### src/rtl/cmp_pkg.sv
// Shared definitions for the comparison pipeline: opcode encodings and mode type.
package cmp_pkg;

  localparam int unsigned CMP_MODE_W = 3;

  typedef enum logic [CMP_MODE_W-1:0] {
    CMP_SGT  = 3'b000,
    CMP_SLT  = 3'b001,
    CMP_SGE  = 3'b010,
    CMP_SLE  = 3'b011,
    CMP_SEQ  = 3'b100,
    CMP_SNE  = 3'b101,
    CMP_SGTU = 3'b110,
    CMP_SLTU = 3'b111
  } cmp_mode_e;

endpackage

### src/rtl/cmp_core.sv
// Combinational comparator: evaluates one of eight signed/unsigned relations on a, b.
module cmp_core
  import cmp_pkg::*;
#(
  parameter int unsigned WIDTH = 32
) (
  input  logic [WIDTH-1:0] a,
  input  logic [WIDTH-1:0] b,
  input  cmp_mode_e        mode,
  output logic             is_true
);

  logic eq;
  logic ult;
  logic slt;

  // Every relation is derived from equality plus one signed and one unsigned less-than.
  always_comb begin
    eq  = (a == b);
    ult = (a < b);
    slt = ($signed(a) < $signed(b));
  end

  always_comb begin
    is_true = 1'b0;
    case (mode)
      CMP_SGT:  is_true = !slt && !eq;
      CMP_SLT:  is_true = slt;
      CMP_SGE:  is_true = !slt;
      CMP_SLE:  is_true = slt || eq;
      CMP_SEQ:  is_true = eq;
      CMP_SNE:  is_true = !eq;
      CMP_SGTU: is_true = !ult && !eq;
      CMP_SLTU: is_true = ult;
      default:  is_true = 1'b0;
    endcase
  end

endmodule

### src/rtl/cmp_pipe.sv
// Two-stage valid/ready comparison pipeline with a saturating true-result counter.
module cmp_pipe
  import cmp_pkg::*;
#(
  parameter int unsigned WIDTH = 32,
  parameter int unsigned CNT_W = 16
) (
  input  logic                  clk,
  input  logic                  rst,
  input  logic                  in_valid,
  output logic                  in_ready,
  input  logic [CMP_MODE_W-1:0] in_mode,
  input  logic [WIDTH-1:0]      in_a,
  input  logic [WIDTH-1:0]      in_b,
  output logic                  out_valid,
  input  logic                  out_ready,
  output logic [WIDTH-1:0]      out_result,
  output logic                  out_flag,
  output logic [CNT_W-1:0]      true_count,
  input  logic                  count_clr
);

  logic             s1_valid_q, s1_valid_d;
  logic [WIDTH-1:0] s1_a_q, s1_a_d;
  logic [WIDTH-1:0] s1_b_q, s1_b_d;
  cmp_mode_e        s1_mode_q, s1_mode_d;

  logic             s2_valid_q, s2_valid_d;
  logic [WIDTH-1:0] s2_result_q, s2_result_d;
  logic             s2_flag_q, s2_flag_d;

  logic [CNT_W-1:0] cnt_q, cnt_d;

  logic s1_adv;
  logic s2_adv;
  logic in_xfer;
  logic out_xfer;
  logic cmp_true;

  always_comb begin
    s2_adv   = !s2_valid_q || out_ready;
    s1_adv   = !s1_valid_q || s2_adv;
    in_xfer  = in_valid && s1_adv;
    out_xfer = s2_valid_q && out_ready;
  end

  assign in_ready = s1_adv;

  always_comb begin
    s1_valid_d = s1_valid_q;
    s1_a_d     = s1_a_q;
    s1_b_d     = s1_b_q;
    s1_mode_d  = s1_mode_q;
    if (s1_adv) begin
      s1_valid_d = in_valid;
    end
    if (in_xfer) begin
      s1_a_d    = in_a;
      s1_b_d    = in_b;
      s1_mode_d = cmp_mode_e'(in_mode);
    end
  end

  cmp_core #(
    .WIDTH (WIDTH)
  ) u_core (
    .a       (s1_a_q),
    .b       (s1_b_q),
    .mode    (s1_mode_q),
    .is_true (cmp_true)
  );

  // The result/flag pair only reloads when a new operand set moves in, so the
  // flag always describes the result it is registered with.
  always_comb begin
    s2_valid_d  = s2_valid_q;
    s2_result_d = s2_result_q;
    s2_flag_d   = s2_flag_q;
    if (s2_adv) begin
      s2_valid_d = s1_valid_q;
      if (s1_valid_q) begin
        s2_result_d = {WIDTH{cmp_true}};
        s2_flag_d   = !cmp_true;
      end
    end
  end

  always_comb begin
    cnt_d = cnt_q;
    if (count_clr) begin
      cnt_d = '0;
    end else if (out_xfer && !s2_flag_q && (cnt_q != '1)) begin
      cnt_d = cnt_q + 1'b1;
    end
  end

  always_ff @(posedge clk or posedge rst) begin
    if (rst) begin
      s1_valid_q  <= 1'b0;
      s1_a_q      <= '0;
      s1_b_q      <= '0;
      s1_mode_q   <= CMP_SGT;
      s2_valid_q  <= 1'b0;
      s2_result_q <= '0;
      s2_flag_q   <= 1'b1;
      cnt_q       <= '0;
    end else begin
      s1_valid_q  <= s1_valid_d;
      s1_a_q      <= s1_a_d;
      s1_b_q      <= s1_b_d;
      s1_mode_q   <= s1_mode_d;
      s2_valid_q  <= s2_valid_d;
      s2_result_q <= s2_result_d;
      s2_flag_q   <= s2_flag_d;
      cnt_q       <= cnt_d;
    end
  end

  assign out_valid  = s2_valid_q;
  assign out_result = s2_result_q;
  assign out_flag   = s2_flag_q;
  assign true_count = cnt_q;

endmodule

### config.mk
export PLATFORM = sky130hd
export DESIGN_NAME = cmp_pipe
export DESIGN_NICKNAME = d
export VERILOG_FILES = /design/src/rtl/cmp_pkg.sv /design/src/rtl/cmp_core.sv /design/src/rtl/cmp_pipe.sv
export SDC_FILE = /design/constraint.sdc
export NUM_CORES = 1
export LEC_CHECK = 0
export CORE_MARGIN = 5
export CORE_UTILIZATION = 44
export DETAILED_ROUTE_END_ITERATION = 10
export PLACE_DENSITY = 0.77
export SYNTH_ARGS = -nofsm -noshare
export SYNTH_HDL_FRONTEND = slang
export SYNTH_SLANG_ARGS = --single-unit
### constraint.sdc
create_clock -name clk -period 2.5 [get_ports clk]
set_input_delay 0.5 -clock clk [delete_from_list [all_inputs] [get_ports clk]]
set_output_delay 0.5 -clock clk [all_outputs]
set_load 0.05 [all_outputs]
==> key figures, run 1 <==
Status
  • Status: finished, violations left
  • Failing checks: negative setup slack

Route
  • First-pass detailed-route iteration total: 4
  • Post-route ant nets: 0
  • Remaining DRCs: 0
  • Initial drt markers: 127
  • Number of vias per cell: 5.03
  • Per-cell routed wire length: 14.9 um
  • DR vias: 3253
  • Final wirelength: 9670 um

Synth
  • Synth warnings: 0
  • XOR/XNOR share of the synthesized area: 0.0210
  • Synth unique cells: 45
  • #FFs+latches synth: 87
  • Main combinational cell family by area after synthesis: multiplexers
  • Async SR Flop Fraction: 1.00
  • Top FF cell, synth: dfrtp_1
  • Synth area leader: dfrtp_1
  • Mux cell area share after synthesis: 0.167
  • Mapped cell area: 4580 um^2
  • EDFF count, synth: 0
  • Post-synth top cells: dfrtp_1 (86), mux2_2 (67), inv_1 (39)
  • Most common cell in the netlist: dfrtp_1
  • Syn nets: 506
  • Synthesized-area fraction occupied by adder cells: 0.0901
  • Synth area leaders: dfrtp_1 (47%), mux2_2 (16%), ha_1 (9.0%)
  • Post-synthesis simple-gate area fraction: 0.102
  • Compound-Gate Fraction of Synth Area: 0.0535
  • Post-synth top area share: 0.470
  • Post-synthesis area per instance: 11.4 um^2
  • Gate Count Post-Synth: 401
  • Register area share after synthesis: 0.475

Floorplan
  • I/O pin count: 123
  • Die H: 112 um
  • Core ar.: 10200 um^2
  • Starting Density: 0.448
  • Chip Width: 112 um
  • Area of the die: 12600 um^2
  • Row cnt: 37

STA
  • Post-layout min period: 2.50 ns
  • Slew @ Worst Pin: 0.582 ns
  • Final hold viol count: 0
  • Final setup vio count: 1
  • Setup_tns: -0.00197 ns
  • FMAX: 400 MHz
  • Setup Skew: 0.0107 ns
  • Final worst setup slack: -0.00197 ns
  • Crit share post-route: 1.00
  • Slew Viols, Final: 0
  • RSZ-0062 raised after global routing: yes
  • Slew HR: 0.611

Clock tree
  • Clock root cell: clkbuf_8
  • H-tree Lvls: 3
  • Hold-fix buffers at CTS: 0
  • # clock sinks: 87
  • CTS tree: done
  • Skew-Pair Late Insertion Delay: 0.34 ns
  • Clock buffer depth: 2
  • Clock transition at path regs: 0.08 ns
  • CTS Buf Count: 9

GRT
  • Global route overflow: 0
  • First-pass GRT wire length: 16100 um
  • Initial antenna violation count: 0
  • Vias in the first global route: 3398
  • Largest net degree at the start of global routing: 88
  • Tot GR Track Use: 0.156

Placed design
  • Cells after DPL: 631
  • Port bufs: 122
  • GP Congestion: 0.798
  • Post-DP HPWL: 7200 um
  • Setup slack at placement: -0.0821 ns

Setup path
  • Kind of critical path: register to register
  • Crit path buf inv count: 1
  • Worst-path maximum fanout: 4
  • Delay-heaviest family, CP: compound AO/OA/AOI/OAI gates
  • Crit path required time: 2.72 ns
  • Worst path cell trace: ha_4 -> buf_4 -> a21oi_2 -> o21ai_1 -> a221oi_2 -> o32ai_4 -> o31a_2 -> o22a_1 -> o41a_1
  • Critical path's slowest cell: dfrtp_1
  • Worst setup SP type: register
  • CP endpoint kind: register
  • CP max stage delay: 0.42 ns
  • Worst EP arrival: 2.72 ns

Power
  • Power Density: 785 nW/um^2
  • Final total power: 0.00484 W
  • Leakage Power: 2.69 nW
  • Max IR drop VDD: 0.000671 V

Final layout
  • Share of cells above drive strength 1: 0.311
  • # diodes: 0
  • Final Instance Count excl. Fillers: 647
  • Area Overhead vs Synth: 34.5%
  • Nets: 613

Run
  • Total of max-cap violations: 0

Hold path
  • HP Class: register to register
==> worst reg2reg max path, stage by stage, from the launching register on <==
cell	delay, ns
dfrtp_1	0.42
ha_4	0.26
buf_4	0.14
a21oi_2	0.14
o21ai_1	0.10
a221oi_2	0.32
o32ai_4	0.17
o31a_2	0.33
o22a_1	0.20
o41a_1	0.31
==> report_power, final <==
group          internal, W  switching [W]
combinational     0.000806        0.00131
clock             0.000551       0.000460
sequential         0.00159       0.000126
==> stage by stage <==
stage | hold WS [ns] | instance area [um^2] | util
floorplan | 0.457 | 4590 | -
global placement | 0.465 | 5780 | 0.565
detailed placement | 0.483 | 5780 | 0.565
CTS | 0.501 | 6070 | 0.594
global route | 0.524 | 6160 | 0.602
finish | 0.497 | 6160 | 0.602
==> routing by layer <==
metal / wire, um / track usage / vias to the layer above
li1: - / - / 1567
met1: 4200 / 0.199 / 1582
met2: 4780 / 0.264 / 89
met3: 516 / 0.0388 / 15
met4: 163 / 0.0473 / 0
met5: 0 / 0 / -
==> final cells by class <==
cell class / count / area [um^2]
multi-input cells: 234 / 2160
well taps: 136 / 170
inverters: 39 / 150
clock buffers: 10 / 128
repair buffers: 137 / 1300
clock inverters: 4 / 72.6
flip-flops and latches: 87 / 2180
fillers: 838 / 4070
==> cell families after synthesis <==
family / count (synthesis)
multiplexers: 68
XOR/XNOR: 11
adder cells (fa/ha/maj): 33
AO/OA/AOI/OAI: 37
AND/OR/NAND/NOR: 85
buffers and inverters: 80
flip-flops: 87
==> sequential cells by signal (all words and copies together) (netlist names) <==
name	cells
s1_a_q	32
s1_b_q	32
true_count	16
s1_mode_q	3
out_flag	1
out_result	1
out_valid	1
s1_valid_q	1
==> repair_timing <==
action | 4_1_cts | 5_1_grt
cloned | 0 | 0
buffers inserted | 1 | 1
endpoints found under the setup margin | 2 | 2
gates resized for setup | 14 | 8
pin swaps | 4 | 3
==> final timing paths <==
check	from	end	slack (ns)	cells after the start
setup reg to reg	s1_a_q[23]	out_result[0]	-0.002	9
hold reg to reg	s1_valid_q	out_valid	0.50	1
hold / removal	s1_valid_q	out_valid	0.50	1
setup / recovery	s1_a_q[23]	out_result[0]	-0.002	9
max in group asynchronous	rst	out_valid	1.47	3
min in group asynchronous	rst	s1_b_q[6]	0.59	3
==> cell usage in the layout, fill, tap and decap left out, types with 3 or more instances in the layout <==
cell type,netlist,layout
clkdlybuf4s50_1,0,89
dfrtp_1,86,85
mux2_2,67,67
buf_4,31,44
inv_1,39,38
ha_1,33,25
nor2_1,18,18
nand2_1,15,14
a21oi_1,16,13
nand3_1,11,11
clkbuf_8,0,9
ha_4,0,8
nand4_1,6,6
xnor2_1,6,6
xor2_1,5,5
o21ai_0,7,5
or3_1,4,4
nand2b_1,4,4
buf_12,0,4
nand3b_1,3,3
or2_2,3,3
Note: power is estimated with default switching activity, not from simulation.
==> inputs of run 2 (changes only) <==
- CAP_MARGIN: unset -> 20
==> results of run 2 <==
Same layout as run 1: the final DEF is identical, and so are final timing and power.
==> inputs of run 3 (changes only) <==
- CAP_MARGIN: 20 -> 25
==> results of run 3 <==
Same layout as run 1: the final DEF is identical, and so are final timing and power.
